### config.mk
export PLATFORM = sky130hd
export DESIGN_NAME = debouncer_2ch_flat
export DESIGN_NICKNAME = d
export VERILOG_FILES = /design/src/rtl/debouncer_2ch_if.sv /design/src/rtl/debouncer_2ch.sv /design/src/flat_wrapper.sv
export SDC_FILE = /design/constraint.sdc
export NUM_CORES = 1
export LEC_CHECK = 0
export ABC_AREA = 1
export CAP_MARGIN = 10
export CELL_PAD_IN_SITES_DETAIL_PLACEMENT = 0
export CELL_PAD_IN_SITES_GLOBAL_PLACEMENT = 1
export CORE_UTILIZATION = 39
export CTS_BUF_LIST = sky130_fd_sc_hd__clkbuf_16
export CTS_CLUSTER_SIZE = 20
export DETAILED_ROUTE_END_ITERATION = 8
export PLACE_DENSITY_LB_ADDON = 0.1
export SYNTH_ARGS = -nofsm -noshare
export SYNTH_HDL_FRONTEND = slang
export SYNTH_SLANG_ARGS = --single-unit
export TNS_END_PERCENT = 1
### constraint.sdc
create_clock -name clk -period 1.3 [get_ports clk]
set_clock_uncertainty 0.05 [all_clocks]
set_input_delay 0.26 -clock clk [delete_from_list [all_inputs] [get_ports clk]]
set_output_delay 0.26 -clock clk [all_outputs]
set_load 0.03 [all_outputs]
### src/rtl/debouncer_2ch_if.sv
// Raw and debounced signal bundle for the two-channel debouncer.
// master drives the raw lines; slave (the debouncer) returns the filtered levels.
interface debouncer_2ch_if;
  logic I0;
  logic I1;
  logic O0;
  logic O1;

  modport master (
    output I0,
    output I1,
    input  O0,
    input  O1
  );

  modport slave (
    input  I0,
    input  I1,
    output O0,
    output O1
  );
endinterface

### src/rtl/debouncer_2ch.sv
// Two independent debounce channels: 2-flop synchronizer, then a saturating stability
// counter that lets the output follow only after STABLE_CYCLES+1 matching samples.
module debouncer_2ch #(
  parameter int unsigned STABLE_CYCLES = 19,
  parameter logic        RESET_LEVEL   = 1'b1
) (
  input logic           clk,
  input logic           reset,
  debouncer_2ch_if.slave bus
);

  localparam int unsigned CntW = $clog2(STABLE_CYCLES + 1);
  localparam logic [CntW-1:0] CntMax = CntW'(STABLE_CYCLES);

  logic [1:0] raw;
  logic [1:0] deb;

  assign raw    = {bus.I1, bus.I0};
  assign bus.O0 = deb[0];
  assign bus.O1 = deb[1];

  for (genvar c = 0; c < 2; c++) begin : g_ch
    logic            sync1_q;
    logic            sync2_q;
    logic            iv_q;
    logic            iv_d;
    logic            out_q;
    logic            out_d;
    logic [CntW-1:0] cnt_q;
    logic [CntW-1:0] cnt_d;

    always_comb begin
      iv_d  = iv_q;
      cnt_d = cnt_q;
      out_d = out_q;
      if (sync2_q != iv_q) begin
        iv_d  = sync2_q;
        cnt_d = '0;
      end else if (cnt_q < CntMax) begin
        cnt_d = cnt_q + 1'b1;
      end else begin
        // Saturated: the sampled level has been stable for a full window.
        out_d = iv_q;
      end
    end

    always_ff @(posedge clk) begin
      if (reset) begin
        sync1_q <= RESET_LEVEL;
        sync2_q <= RESET_LEVEL;
        iv_q    <= RESET_LEVEL;
        out_q   <= RESET_LEVEL;
        cnt_q   <= '0;
      end else begin
        sync1_q <= raw[c];
        sync2_q <= sync1_q;
        iv_q    <= iv_d;
        out_q   <= out_d;
        cnt_q   <= cnt_d;
      end
    end

    assign deb[c] = out_q;
  end

endmodule

### src/flat_wrapper.sv
// flat-port wrapper written by rule: the top's interface ports become plain ports
module debouncer_2ch_flat 
#(
  parameter int unsigned STABLE_CYCLES = 19,
  parameter logic        RESET_LEVEL   = 1'b1
)
  (clk, reset, bus_I0, bus_I1, bus_O0, bus_O1);
  debouncer_2ch_if bus_i ();
  input logic clk;
  input logic reset;
  input wire logic [$bits(bus_i.I0)-1:0] bus_I0;
  input wire logic [$bits(bus_i.I1)-1:0] bus_I1;
  output wire logic [$bits(bus_i.O0)-1:0] bus_O0;
  output wire logic [$bits(bus_i.O1)-1:0] bus_O1;
  assign bus_i.I0 = bus_I0;
  assign bus_i.I1 = bus_I1;
  assign bus_O0 = bus_i.O0;
  assign bus_O1 = bus_i.O1;
  debouncer_2ch #(.STABLE_CYCLES(STABLE_CYCLES), .RESET_LEVEL(RESET_LEVEL)) u_core (.clk(clk), .reset(reset), .bus(bus_i));
endmodule
* After elaboration in Yosys (flattened, before gate mapping)
Cells that the tools add are included.
** Cells by class
- Equality and inequality tests :: 2
- Order comparisons :: 2
- Add/subtract/negate cells :: 2
- Bitwise operators :: 4
- Reductions and logical operators :: 4
** Operator list (number)
- 5-bit by 1-bit adder with 5-bit output, second input constant :: 2
- 5-bit less-than comparator, second input constant :: 2
- 1-bit NOT :: 4
- 2-bit AND reduction :: 2
- 2-bit OR reduction :: 2
- 1-bit != test :: 2
** Word-level totals
- Input port bits :: 4
- Register bits after elaboration :: 18
- Word-level logic and storage cells :: 24

* Longest topological paths before layout
Gate-level depths: netlist of run 1.
- Depth after elaboration :: 3
- Depth in mapped cells :: 7

* Worst setup path after synthesis of run 1
OpenSTA, ideal clock, no wires.
- Kind :: register to register
- Start point :: register u_core.g_ch[0].cnt_q[0]
- End point :: register u_core.g_ch[0].cnt_q[2]
- Arrival time :: 0.765 ns
- Clock period less this slack :: 0.934 ns
- Path slack :: 0.366 ns
- Library setup time :: 0.119 ns
- Stages on the path, launching flop included :: 7
- Cells stage by stage :: dfxtp_1 ha_1 inv_1 nand2_1 nand2_1 nand2_1 a21oi_1
** On the way
- Word-level cells in the longest chain between the ends :: 1
** Ends and longest elaborated chain
- start: declaration :: RTL line debouncer_2ch.sv:29 : logic [CntW-1:0] cnt_q;
- start signal: assignment :: RTL line debouncer_2ch.sv:59 : cnt_q <= cnt_d;
- 5-bit by 1-bit adder with 5-bit output or 5-bit less-than comparator (tied branches) :: RTL line debouncer_2ch.sv:40, debouncer_2ch.sv:39
Parallel ways exist; a longest one is shown, timed or not.
A chain may end at the register's enable or synchronous reset.

* Worst setup path in the final report of run 1
- Start point :: input reset
- End point :: register u_core.g_ch[0].cnt_q[3]
** On the way
- Word-level cells in the longest chain between the ends :: 1
** Ends and longest elaborated chain
- start: declaration :: RTL line flat_wrapper.sv:10 : input logic reset;
- 2-bit OR reduction (no source line)
No other way between the ends.

==> run_results.csv, run 1 <==
group,metric,value,unit
run_status,status,"finished, final reports clean",
setup_path,worstSetupPathType,"primary input to register",
timing,fmax,0.925,GHz
setup_path,cp_max_fo,6,
grt,antenna_found_initial,0,
setup_path,critPathMaxStageDelay,0.54,ns
logic_synthesis,avgSynthCellArea,7.02,um2
clock_tree,clockBufferDepth,2,
cells_and_area,drive_gt1_share,13.0,%
logic_synthesis,ys_ff_latch,18,
logic_synthesis,syn_area,793,um2
timing,setup_viol,0,
route,vias_per_cell,4.51,
setup_path,critPathLaunchType,"primary input",
logic_synthesis,synth.net_count,119,
timing,tightest_slew,0.248,ns
route,dr.pass1.iters,4,
clock_tree,cts_htree_levels,1,
clock_tree,cts-root-buf,"clkbuf_16",
place,portBuffers,5,
setup_path,path_delay_family,"buffers and inverters",
floorplan,core.rowCount,15,
setup_path,crit_arrival,1.18,ns
hold_path,min_path_type,"register to register",
place,dp_slack,-0.0634,ns
power_and_ir_drop,ir_drop,0.000798,V
floorplan,initial_core_util,43.6,%
logic_synthesis,ys_types,13,
cells_and_area,layoutNonFillerInstCount,148,
clock_tree,post_cts_buffers,0,
timing,grt_setup_unrepaired,"false",
cells_and_area,final_util,52.5,%
clock_tree,insertion_delay,0.25,ns
setup_path,worstPathRequired,1.40,ns
grt,grt_max_degree,11,
route,drcViolationCount,0,
cells_and_area,multi_input_area,354,um2
route,wl_per_cell,9.32,um
floorplan,dieHeight,47.1,um
grt,grt_usage,15.8,%
timing,finalCritPeriodShare,83.2,%
place,dp_hpwl,995,um
cells_and_area,antenna_cells,0,
flow_run,cap_violations,0,
place,dp.cells,144,
floorplan,die_x,47.1,um
clock_tree,cts.sinks,18,
setup_path,path_cells,"clkdlybuf4s50_1 > inv_1 > nand2_1 > inv_1 > nand2_1 > nor2_1",
clock_tree,cts_buffers,3,
cells_and_area,seqCellArea,360,um2
setup_path,worst_path_max_delay_cell,"clkdlybuf4s50_1",
cells_and_area,area_delta_synth_final,20.5,%
timing,maxSlewHeadroom,83.5,%
timing,period_needed,1.08,ns
logic_synthesis,synth_warnings,0,
clock_tree,holdBufCountCts,0,
clock_tree,post_cts_resized,0,
cells_and_area,nets,130,
timing,finalHoldViolations,0,
place,gp_congestion,0.685,
power_and_ir_drop,power_density,1370,nW/um2
clock_tree,cts.reportedPaths.clkPinSlew,0.05,ns
timing,hold_slack,0.357,ns
timing,drv_slew,0,
route,totalWireLength,1380,um
clock_tree,cts_tree,"built",
grt,grt-ovfl-total,0,
power_and_ir_drop,total_leakage_power,0.456,nW
grt,grt_pass1_wl,2340,um
setup_path,critPathBufInv,3,
logic_synthesis,syn_inst,113,
floorplan,core,1820,um2
route,vias,667,
cells_and_area,fillers,197,
route,final_antenna_net_count,0,
floorplan,io_pins,6,
logic_synthesis,ys_seq_area_share,45.4,%
grt,grt_pass1_vias,551,
floorplan,die_area,2220,um2
route,drt_iter0_drc,11,
timing,finalWorstSetupSlack,0.218,ns
setup_path,end_kind,"register",
==> report_power, final <==
group / internal, W / leakage [nW] / total, W / switching (W)
clock network: 0.000409 / 0.0385 / 0.000623 / 0.000214
registers: 0.000575 / 0.147 / 0.000596 / 0.0000215
logic: 0.0000419 / 0.270 / 0.0000941 / 0.0000522
total: 0.00103 / 0.456 / 0.00131 / 0.000287
==> per-stage QoR <==
stage | TNS, ns | cell area [um2] | total power (W)
2_1_floorplan | 0 | 793 | 0.000670
3_3_place_gp | -0.0254 | 877 | 0.000699
3_5_place_dp | -0.0735 | 877 | 0.000703
4_1_cts | 0 | 956 | 0.00133
5_1_grt | 0 | 956 | 0.00137
6_report | 0 | 956 | 0.00131
==> layout by cell type (no fill, tap or decap) <==
cell             count
a21oi_1              8
and2_1               1
buf_4                3
clkbuf_16            3
clkdlybuf4s50_1      3
clkinv_1             1
dfxtp_1             18
ha_1                 2
inv_1               21
nand2_1             34
nand2_2              4
nand3_1             12
nand4_1              2
nor2_1               4
nor2_2               2
o21ai_0              1
or2_2                4
==> final timing paths <==
path / startpoint / to / slack, ns / depth (start not counted)
min: u_core.g_ch[1].sync1_q / u_core.g_ch[1].sync2_q / 0.36 / 1
max: reset / u_core.g_ch[0].cnt_q[3] / 0.22 / 6
max reg2reg: u_core.g_ch[0].cnt_q[0] / u_core.g_ch[0].cnt_q[2] / 0.26 / 6
min reg2reg: u_core.g_ch[1].sync1_q / u_core.g_ch[1].sync2_q / 0.36 / 1
==> area by class of cell <==
cell class / count / share of cell area [%]
tap: 25 / 3.27
timing repair buffer: 6 / 5.50
inverter: 21 / 8.25
clock inverter: 1 / 0.393
sequential: 18 / 37.7
multi-input combinational: 74 / 37.0
clock buffer: 3 / 7.85
==> registers in the layout, summed over array words and instances, names as in the netlist <==
| register | cells |
|---|---|
| u_core.g_ch.sync2_q | 2 |
| u_core.g_ch.iv_q | 2 |
| u_core.g_ch.cnt_q | 10 |
| u_core.bus.O0 | 1 |
| u_core.bus.O1 | 1 |
| u_core.g_ch.sync1_q | 2 |
==> synth_stat cells <==
cell type	count	area (um2)
nand2_2	4	25.0
and2_1	1	6.26
inv_1	21	78.8
o21ai_0	1	5.00
nand3_1	12	60.1
nand4_1	2	12.5
nor2_2	2	12.5
nand2_1	34	128
a21oi_1	8	40.0
ha_1	2	25.0
or2_2	4	25.0
dfxtp_1	18	360
nor2_1	4	15.0
==> cell families (layout without fill, tap and decap cells) <==
group	after synthesis	in the layout	share of synthesized area (%)
adders and majority gates	2	2	3.15
and+or+nand+nor	63	63	35.8
buffers and inverters	21	31	9.94
DFF	18	18	45.4
AOI/OAI and AO/OA	9	9	5.68
==> per-layer routing <==
layer,routed length (um),part of all wire [%],up-vias,GRT usage [%]
met5,0,0,-,0
met4,39,2.8,0,12.0
met3,46,3.3,5,3.46
met2,620,45,11,21.9
met1,673,49,286,21.1
li1,-,-,365,-
Note: power is estimated with default switching activity, not from simulation.
==> run 2: changes to the inputs <==
Settings changed: CORE_UTILIZATION 39 to 35.
Clock period 1.3 ns to 0.9 ns, I/O delays scaled along.
==> run_results.csv, run 2 (synthesized netlist as in run 1, its figures left out) <==
group,metric,value,unit
setup_path,path_delay_family,"flip-flops",
floorplan,die_area,2460,um2
cells_and_area,top_register,"u_core.g_ch.cnt_q",
clock_tree,cts_buffers,3,
floorplan,core,2040,um2
cells_and_area,final_util,56.3,%
timing,finalCritPeriodShare,109,%
setup_path,cpMostUsedCell,"nand2_2",
place,dp_hpwl,1060,um
grt,grt-ovfl-total,0,
route,drcViolationCount,0,
route,totalWireLength,1540,um
cells_and_area,largest_register_ffs,10,
power_and_ir_drop,total_leakage_power,0.529,nW
clock_tree,clockBufferDepth,2,
cells_and_area,fillers,199,
clock_tree,cts_htree_levels,1,
grt,grt_max_degree,11,
cells_and_area,seqCellArea,383,um2
cells_and_area,drive_gt1_share,40.6,%
grt,grt_pass1_wl,2660,um
grt,antenna_found_initial,0,
power_and_ir_drop,power,0.00195,W
flow_run,cap_violations,0,
place,portBuffers,5,
timing,maxSlewHeadroom,88.3,%
floorplan,die_x,49.6,um
power_and_ir_drop,ir_drop,0.000872,V
timing,period_needed,0.980,ns
setup_path,critPathBufInv,1,
clock_tree,insertion_delay,0.24,ns
grt,grt_pass1_vias,639,
clock_tree,cts.reportedPaths.clkPinSlew,0.05,ns
timing,finalWorstSetupSlack,-0.0805,ns
setup_path,end_kind,"register",
setup_path,path_cells,"ha_4 > inv_1 > nand2_1 > nand2_2 > nand2_2 > a21oi_2",
floorplan,io_pins,6,
hold_path,min_path_type,"primary input to register",
cells_and_area,nets,140,
floorplan,initial_core_util,38.8,%
setup_path,crit_arrival,1.10,ns
setup_path,worstPathRequired,1.02,ns
cells_and_area,antenna_cells,0,
setup_path,cp_max_fo,4,
cells_and_area,multi_input_area,440,um2
run_status,violations,"setup timing",
floorplan,dieHeight,49.6,um
setup_path,critPathLaunchType,"register",
setup_path,worstSetupPathType,"register to register",
clock_tree,cts-root-buf,"clkbuf_16",
route,final_antenna_net_count,0,
place,dp_slack,-0.375,ns
floorplan,core.rowCount,16,
timing,fmax,1.02,GHz
cells_and_area,area_delta_synth_final,44.8,%
setup_path,critPathMaxStageDelay,0.36,ns
timing,grt_setup_unrepaired,"true",
power_and_ir_drop,power_density,1700,nW/um2
cells_and_area,final_cell_mix,"nand2_1, inv_1, nand3_1",
route,wl_per_cell,9.60,um
place,gp_congestion,0.763,
setup_path,worst_path_max_delay_cell,"dfxtp_4",
timing,tightest_slew,0.176,ns
timing,setup_viol,13,
grt,grt_usage,13.9,%
clock_tree,cts.sinks,18,
timing,drv_slew,0,
clock_tree,cts_tree,"built",
route,dr.pass1.iters,4,
route,vias,724,
route,drt_iter0_drc,11,
timing,finalHoldViolations,0,
cells_and_area,final_common_cell,"nand2_1",
timing,tns,-0.391,ns
run_status,status,"complete, but fails checks",
route,vias_per_cell,4.53,
-- run 2: cell count changes in the layout (fill, tap and decap cells not counted), sizes merged --
cell | before | now
buf | 3 | 13
dlygate4sd2 | 0 | 1
clkdlybuf4s50 | 3 | 2
-- run 2: layout make-up --
class | count | area share [%]
clock inverters | 1 | 0.327
flip-flops and latches | 18 | 33.3
clock buffers | 3 | 6.54
well taps | 27 | 2.94
repair buffers | 16 | 11.7
inverters | 21 | 6.86
multi-input cells | 74 | 38.3
-- run 2: worst paths after layout --
check	start	endpoint	slack [ns]	cells after the start
max reg2reg	u_core.g_ch[0].cnt_q[0]	u_core.g_ch[0].cnt_q[2]	-0.08	6
max	u_core.g_ch[0].cnt_q[0]	u_core.g_ch[0].cnt_q[2]	-0.08	6
min reg2reg	u_core.g_ch[0].sync1_q	u_core.g_ch[0].sync2_q	0.36	1
min	reset	u_core.g_ch[1].sync1_q	0.34	2
-- run 2: per-layer routing --
layer	track usage, %	up-vias	wire [um]	share of wire, %
li1	-	388	-	-
met1	18.3	330	743	48
met2	22.1	4	755	49
met3	2.78	2	23	1.5
met4	5.71	0	13	0.85
met5	0	-	0	0
-- run 2: worst register-to-register path, cell delays in order, from the launching register on --
cell     delay [ns]
dfxtp_4        0.36
ha_4           0.16
inv_1          0.04
nand2_1        0.05
nand2_2        0.07
nand2_2        0.06
a21oi_2        0.11
-- run 2: where the power goes --
part	total (W)	switching [W]	internal (W)
combinational	0.000208	0.000103	0.000105
sequential	0.000870	0.0000395	0.000830
clock	0.000870	0.000280	0.000589
-- run 2: per-stage QoR --
stage,cell area [um2],hold slack [ns],cells
6_report,1150,0.336,160
5_1_grt,1150,0.379,160
4_1_cts,1070,0.342,158
3_5_place_dp,948,0.349,154
3_3_place_gp,948,0.347,154
2_1_floorplan,802,0.234,113
-- run 2: what timing repair did --
item,CTS,global route
hold buffers,0,0
endpoints found under the setup margin,14,14
gates resized for setup,16,23
pin swaps,1,13
setup buffers,0,2
==> run 3: changes to the inputs <==
--- a/config.mk
+++ b/config.mk
@@ -14,5 +14,6 @@
 export CTS_CLUSTER_SIZE = 20
 export DETAILED_ROUTE_END_ITERATION = 8
-export PLACE_DENSITY_LB_ADDON = 0.1
+export HOLD_SLACK_MARGIN = 0.15
+export PLACE_DENSITY = 0.72
 export SYNTH_ARGS = -nofsm -noshare
 export SYNTH_HDL_FRONTEND = slang
==> constraint.sdc (replaced) <==
create_clock -name clk -period 0.9 [get_ports clk]
set_clock_uncertainty 0.05 [all_clocks]
set_input_delay 0.225 -clock clk [delete_from_list [all_inputs] [get_ports clk]]
set_output_delay 0.225 -clock clk [all_outputs]
set_load 0.03 [all_outputs]
==> run_results.csv, run 3 (synthesized netlist as in run 1, its figures left out) <==
group,metric,value,unit
run_status,status,"complete, but fails checks",
run_status,violations,"setup timing",
power_and_ir_drop,intPower,0.00152,W
route,drt_iter0_drc,2,
place,dp_hpwl,1050,um
grt,grt-ovfl-total,0,
timing,maxSlewHeadroom,88.2,%
place,dp_slack,-0.425,ns
setup_path,crit_end,"bus_O1",
grt,grt_usage,13.0,%
setup_path,crit_arrival,0.70,ns
timing,hold_slack,0.361,ns
timing,tns,-0.289,ns
route,dr.pass1.iters,3,
setup_path,critPathLaunchType,"register",
power_and_ir_drop,netSwitchingPower,0.000415,W
route,drcViolationCount,0,
hold_path,min_path_type,"register to register",
floorplan,dieHeight,49.6,um
grt,use_met2,22.3,%
setup_path,cp.depth,1,
cells_and_area,top_register,"u_core.g_ch.cnt_q",
setup_path,ff2ff_setup_slack,-0.03,ns
grt,grt_pass1_vias,647,
setup_path,path_delay_family,"flip-flops",
setup_path,worstSetupPathType,"register to output pin",
floorplan,die_area,2460,um2
power_and_ir_drop,p_sw_share,21.4,%
timing,finalHoldViolations,0,
cells_and_area,finalInstanceArea,1140,um2
grt,busiest_layer,"met2",
clock_tree,cts-root-buf,"clkbuf_16",
floorplan,io_pins,6,
clock_tree,cts_buffers,3,
route,final_antenna_net_count,0,
cells_and_area,antenna_cells,0,
setup_path,cp_max_fo,2,
power_and_ir_drop,total_leakage_power,0.523,nW
clock_tree,cts.reportedPaths.clkPinSlew,0.05,ns
power_and_ir_drop,p_seq_share,44.9,%
floorplan,die_x,49.6,um
power_and_ir_drop,ir_drop,0.00107,V
floorplan,core,2040,um2
clock_tree,cts_htree_levels,1,
cells_and_area,area_delta_synth_final,43.8,%
setup_path,critPathMaxStageDelay,0.33,ns
timing,finalWorstSetupSlack,-0.0768,ns
power_and_ir_drop,p_clk_share,45.1,%
power_and_ir_drop,power,0.00193,W
setup_path,r2r-start,"u_core.g_ch[0].cnt_q[1]",
cells_and_area,nets,142,
clock_tree,insertion_delay,0.24,ns
route,totalWireLength,1430,um
grt,antenna_found_initial,0,
setup_path,worstPathRequired,0.62,ns
place,gp_congestion,0.726,
setup_path,worst_path_max_delay_cell,"dfxtp_2",
setup_path,end_kind,"output pin",
floorplan,initial_core_util,38.8,%
route,vias,722,
timing,tightest_slew,0.178,ns
setup_path,critPathBufInv,1,
setup_path,r2r-end,"u_core.g_ch[0].cnt_q[2]",
cells_and_area,fillers,203,
setup_path,reg2reg_depth,6,
grt,met1_usage,14.7,%
timing,period_needed,0.977,ns
floorplan,core.rowCount,16,
timing,fmax,1.02,GHz
power_and_ir_drop,combPwrFrac,10.0,%
clock_tree,clockBufferDepth,2,
place,portBuffers,5,
cells_and_area,final_cell_mix,"nand2_1, inv_1, buf_4",
clock_tree,cts.sinks,18,
power_and_ir_drop,power_density,1700,nW/um2
timing,setup_viol,11,
setup_path,crit_start,"u_core.bus.O1",
grt,grt_max_degree,11,
grt,grt_pass1_wl,2490,um
timing,grt_setup_unrepaired,"true",
clock_tree,cts_tree,"built",
cells_and_area,largest_register_ffs,10,
setup_path,path_cells,"buf_6",
place,place_area,971,um2
route,vias_per_cell,4.46,
grt,grt.met3_usage,2.78,%
flow_run,cap_violations,0,
timing,drv_slew,0,
cells_and_area,final_common_cell,"nand2_1",
cells_and_area,drive_gt1_share,39.3,%
timing,finalCritPeriodShare,109,%
route,wl_per_cell,8.85,um
## run 3: cell types whose count changed in the layout (fill, tap and decap cells not counted), moves of 3 or more
cell	change
a21oi_2	+3
nand2_2	-3
dfxtp_4	-3
dfxtp_2	+4
a21oi_1	-3
nand2_1	+5
## run 3: through the flow
| stage | instances | util [%] |
|---|---|---|
| finish | 162 | 55.9 |
| detailed placement | 157 | 47.5 |
| floorplan | 113 | - |
| global placement | 157 | 47.5 |
| global route | 162 | 55.9 |
| CTS | 162 | 52.5 |
## run 3: repair_timing
action	4_1_cts	5_1_grt
resized for setup	9	20
buffers inserted	1	0
hold buffers	0	0
pin swaps	1	4
endpoints found under the setup margin	20	14
## run 3: worst min-delay path by stage
| stage | startpoint | endpoint | slack, ns | cells past startpoint |
|---|---|---|---|---|
| 2_1_floorplan | bus_I0 | u_core.g_ch[0].sync1_q | 0.28 | 1 |
| 3_3_place_gp | u_core.g_ch[0].sync1_q | u_core.g_ch[0].sync2_q | 0.35 | 1 |
| 3_5_place_dp | u_core.g_ch[0].sync1_q | u_core.g_ch[0].sync2_q | 0.35 | 1 |
| 4_1_cts | u_core.g_ch[0].sync1_q | u_core.g_ch[0].sync2_q | 0.36 | 1 |
| 5_1_grt | u_core.g_ch[0].sync1_q | u_core.g_ch[0].sync2_q | 0.37 | 1 |
| 6_report | u_core.g_ch[0].sync1_q | u_core.g_ch[0].sync2_q | 0.36 | 1 |
## run 3: power groups by stage
stage	logic, W	clock network [W]	registers, W
finish	0.000193	0.000872	0.000869
CTS	0.000169	0.000910	0.000860
global placement	0.000167	0	0.000874
global route	0.000223	0.000936	0.000872
detailed placement	0.000168	0	0.000875
floorplan	0.0000992	0	0.000873
## run 3: area by class of cell
| type | instances | area [um2] | area share (%) |
|---|---|---|---|
| clock inverters | 1 | 3.75 | 0.329 |
| well taps | 27 | 33.8 | 2.96 |
| flip-flops and latches | 18 | 377 | 33.0 |
| multi-input cells | 74 | 424 | 37.2 |
| inverters | 21 | 78.8 | 6.91 |
| repair buffers | 18 | 149 | 13.0 |
| clock buffers | 3 | 75.1 | 6.58 |
## run 3: metal layers
| layer | routed length [um] | up-vias |
|---|---|---|
| li1 | - | 392 |
| met1 | 692 | 325 |
| met2 | 713 | 3 |
| met3 | 20 | 2 |
| met4 | 7 | 0 |
| met5 | 0 | - |
==> RTL change: new RTL, settings of run 3 <==
Make the reset (`reset`) asynchronous in one clocked block.
--- a/src/rtl/debouncer_2ch.sv
+++ b/src/rtl/debouncer_2ch.sv
@@ -45,5 +45,5 @@
     end
 
-    always_ff @(posedge clk) begin
+    always_ff @(posedge clk or posedge reset) begin
       if (reset) begin
         sync1_q <= RESET_LEVEL;
Behaviour: no difference found for any inputs over 10 cycles, from zero or initial values and one cycle with reset high; that may be too few to reach the edited logic, so the function may still have changed.
==> RTL change against run 3 <==
- the run still ends with negative setup slack left
- first-iteration DRC count grew to 3.5 times the old value
- sequential cell count is the same
- synthesized cell count shrank 12%
- cell area grew 2.5%
- routed wire length grew 7.7%
- fmax shrank 18%
- power grew 9.8%
- via count shrank 5.3%
- final cell count shrank 10%
- area after synthesis grew 13%
- worst setup slack lost 0.21 ns
==> RTL change: results (changes against run 3) <==
* Status: finished, violations left
* Failing checks: negative setup slack
* Worst hold path type: input port to async pin
* Fraction of registers with async set or reset after synthesis at 1.000 (+1.000)
* Vias per cell at 4.717 (+5.8%)
* Total negative slack at -2.794 ns (-2.505 ns)
* Vias in the first global route at 662 (+2.3%)
* Synth cell count leaders: nand2_1 (31), dfrtp_1 (10), nand3_1 (9), dfstp_2 (8), inv_1 (7)
* Slowest cell on crit path: dfstp_2
* Worst setup margin at -0.2886 ns (-0.2118 ns)
* Worst vdd ir at 1.456 mV (+36%)
* First-pass GRT wire length at 2718 um (+9.2%)
* Synth Instances at 100 (-12%)
* Sequential area share after synthesis at 0.5125 (+0.05828)
* Pin count of the biggest net entering global routing at 19 (+8)
* Worst reg2reg startpoint: u_core.g_ch[1].iv_q$_DFFE_PP1N_
* Post-CTS setup buffers at 0 (-1)
* Router iterations before antenna repair at 4 (+1)
* WL final at 1545 um (+7.7%)
* Top cells by area, synth: dfrtp_1 (28%), dfstp_2 (23%), nand2_1 (13%), nand3_1 (5.0%), nand4_1 (3.5%)
* Least-Margin Pin Slew at 0.2051 ns (+0.02738 ns)
* Critical Path Max Stage Delay at 0.54 ns (+0.21 ns)
* Cell Area, Placed at 0.001061 mm^2 (+9.3%)
* Met3 Usage GRT at 0.03478 (+0.007005)
* FF-to-FF setup slack at -0.24 ns (-0.21 ns)
* Crit path DAT at 0.91 ns (+0.21 ns)
* Net Count, Synth at 106 (-11%)
* Post-DP HPWL at 1079 um (+3.1%)
* Final setup fails at 14 (+3)
* Finished Layout Cells at 145 (-10%)
* Met2 GRT Util at 0.2300 (+0.006985)
* Fin nets at 124 (-13%)
* Ys flop type: dfrtp_1
* Total GRT Usage at 0.1412 (+0.01144)
* Layout cells sized above 1 at 0.4017 (+0.009117)
* Post-synthesis cell type count at 22 (+9)
* GR Util met1 at 0.1627 (+0.01526)
-- RTL change: cell count changes after synthesis, moves of 4 or more --
cell	before	now
a21oi_1	8	0
dfrtp_1	0	10
dfstp_2	0	8
dfxtp_1	18	0
inv_1	21	7
inv_2	0	5
or2_2	4	0
-- RTL change: repair_timing --
item                       4_1_cts  5_1_grt
hold endpoints to repair         0        0
setup endpoints to repair       14       14
pin swaps                        3        1
gates resized for setup         10        1
-- RTL change: metrics by stage --
step                power (uW)  hold WS [ns]
finish                    2125        0.2343
global route              2215        0.2574
CTS                       2157        0.2348
detailed placement        1239        0.2972
global placement          1234        0.3003
floorplan                 1109        0.1077
-- RTL change: how the worst max path moves through the flow --
stage / startpoint / endpoint / slack, ns / depth (start not counted)
6_report: u_core.bus.O1$_DFFE_PP1P_ / bus_O1 / -0.29 / 1
4_1_cts: u_core.bus.O1$_DFFE_PP1P_ / bus_O1 / -0.29 / 1
5_1_grt: u_core.g_ch[1].iv_q$_DFFE_PP1N_ / u_core.bus.O1$_DFFE_PP1P_ / -0.32 / 6
3_3_place_gp: u_core.g_ch[1].sync2_q$_DFF_PP1_ / u_core.bus.O1$_DFFE_PP1P_ / -0.23 / 6
3_5_place_dp: u_core.g_ch[1].sync2_q$_DFF_PP1_ / u_core.bus.O1$_DFFE_PP1P_ / -0.24 / 6
2_1_floorplan: u_core.g_ch[1].sync2_q$_DFF_PP1_ / u_core.g_ch[1].cnt_q[1]$_DFFE_PP0P_ / -0.16 / 6
-- RTL change: where the power goes --
| group | leakage [uW] | switching [uW] | total [uW] | internal [uW] |
|---|---|---|---|---|
| clock | 0.0000385 | 296 | 886 | 591 |
| sequential | 0.000218 | 53.3 | 925 | 872 |
| combinational | 0.000338 | 165 | 313 | 148 |
-- RTL change: final cells by class --
class	instances	area, um^2
inverters	12	45.04
fillers	215	1149
clock inverters	1	3.754
repair buffers	16	147.6
well taps	28	35.03
flip-flops and latches	18	460.4
multi-input cells	67	402.9
clock buffers	3	75.07
-- RTL change: kinds of logic (layout without fill, tap and decap cells) --
group | Yosys count | count (layout) | synth area share
AO/OA/AOI/OAI | 2 | 2 | 0.02368
XOR/XNOR | 2 | 2 | 0.01950
adder cells (fa/ha/maj) | 2 | 2 | 0.02785
buffers and inverters | 15 | 32 | 0.06407
flip-flops | 18 | 18 | 0.5125
AND/OR/NAND/NOR | 61 | 61 | 0.3524
-- RTL change: metal layers --
metal / vias to the layer above / wire length [um]
met1: 319 / 735
li1: 351 / -
met3: 5 / 40
met2: 9 / 734
met5: - / 0
met4: 0 / 35
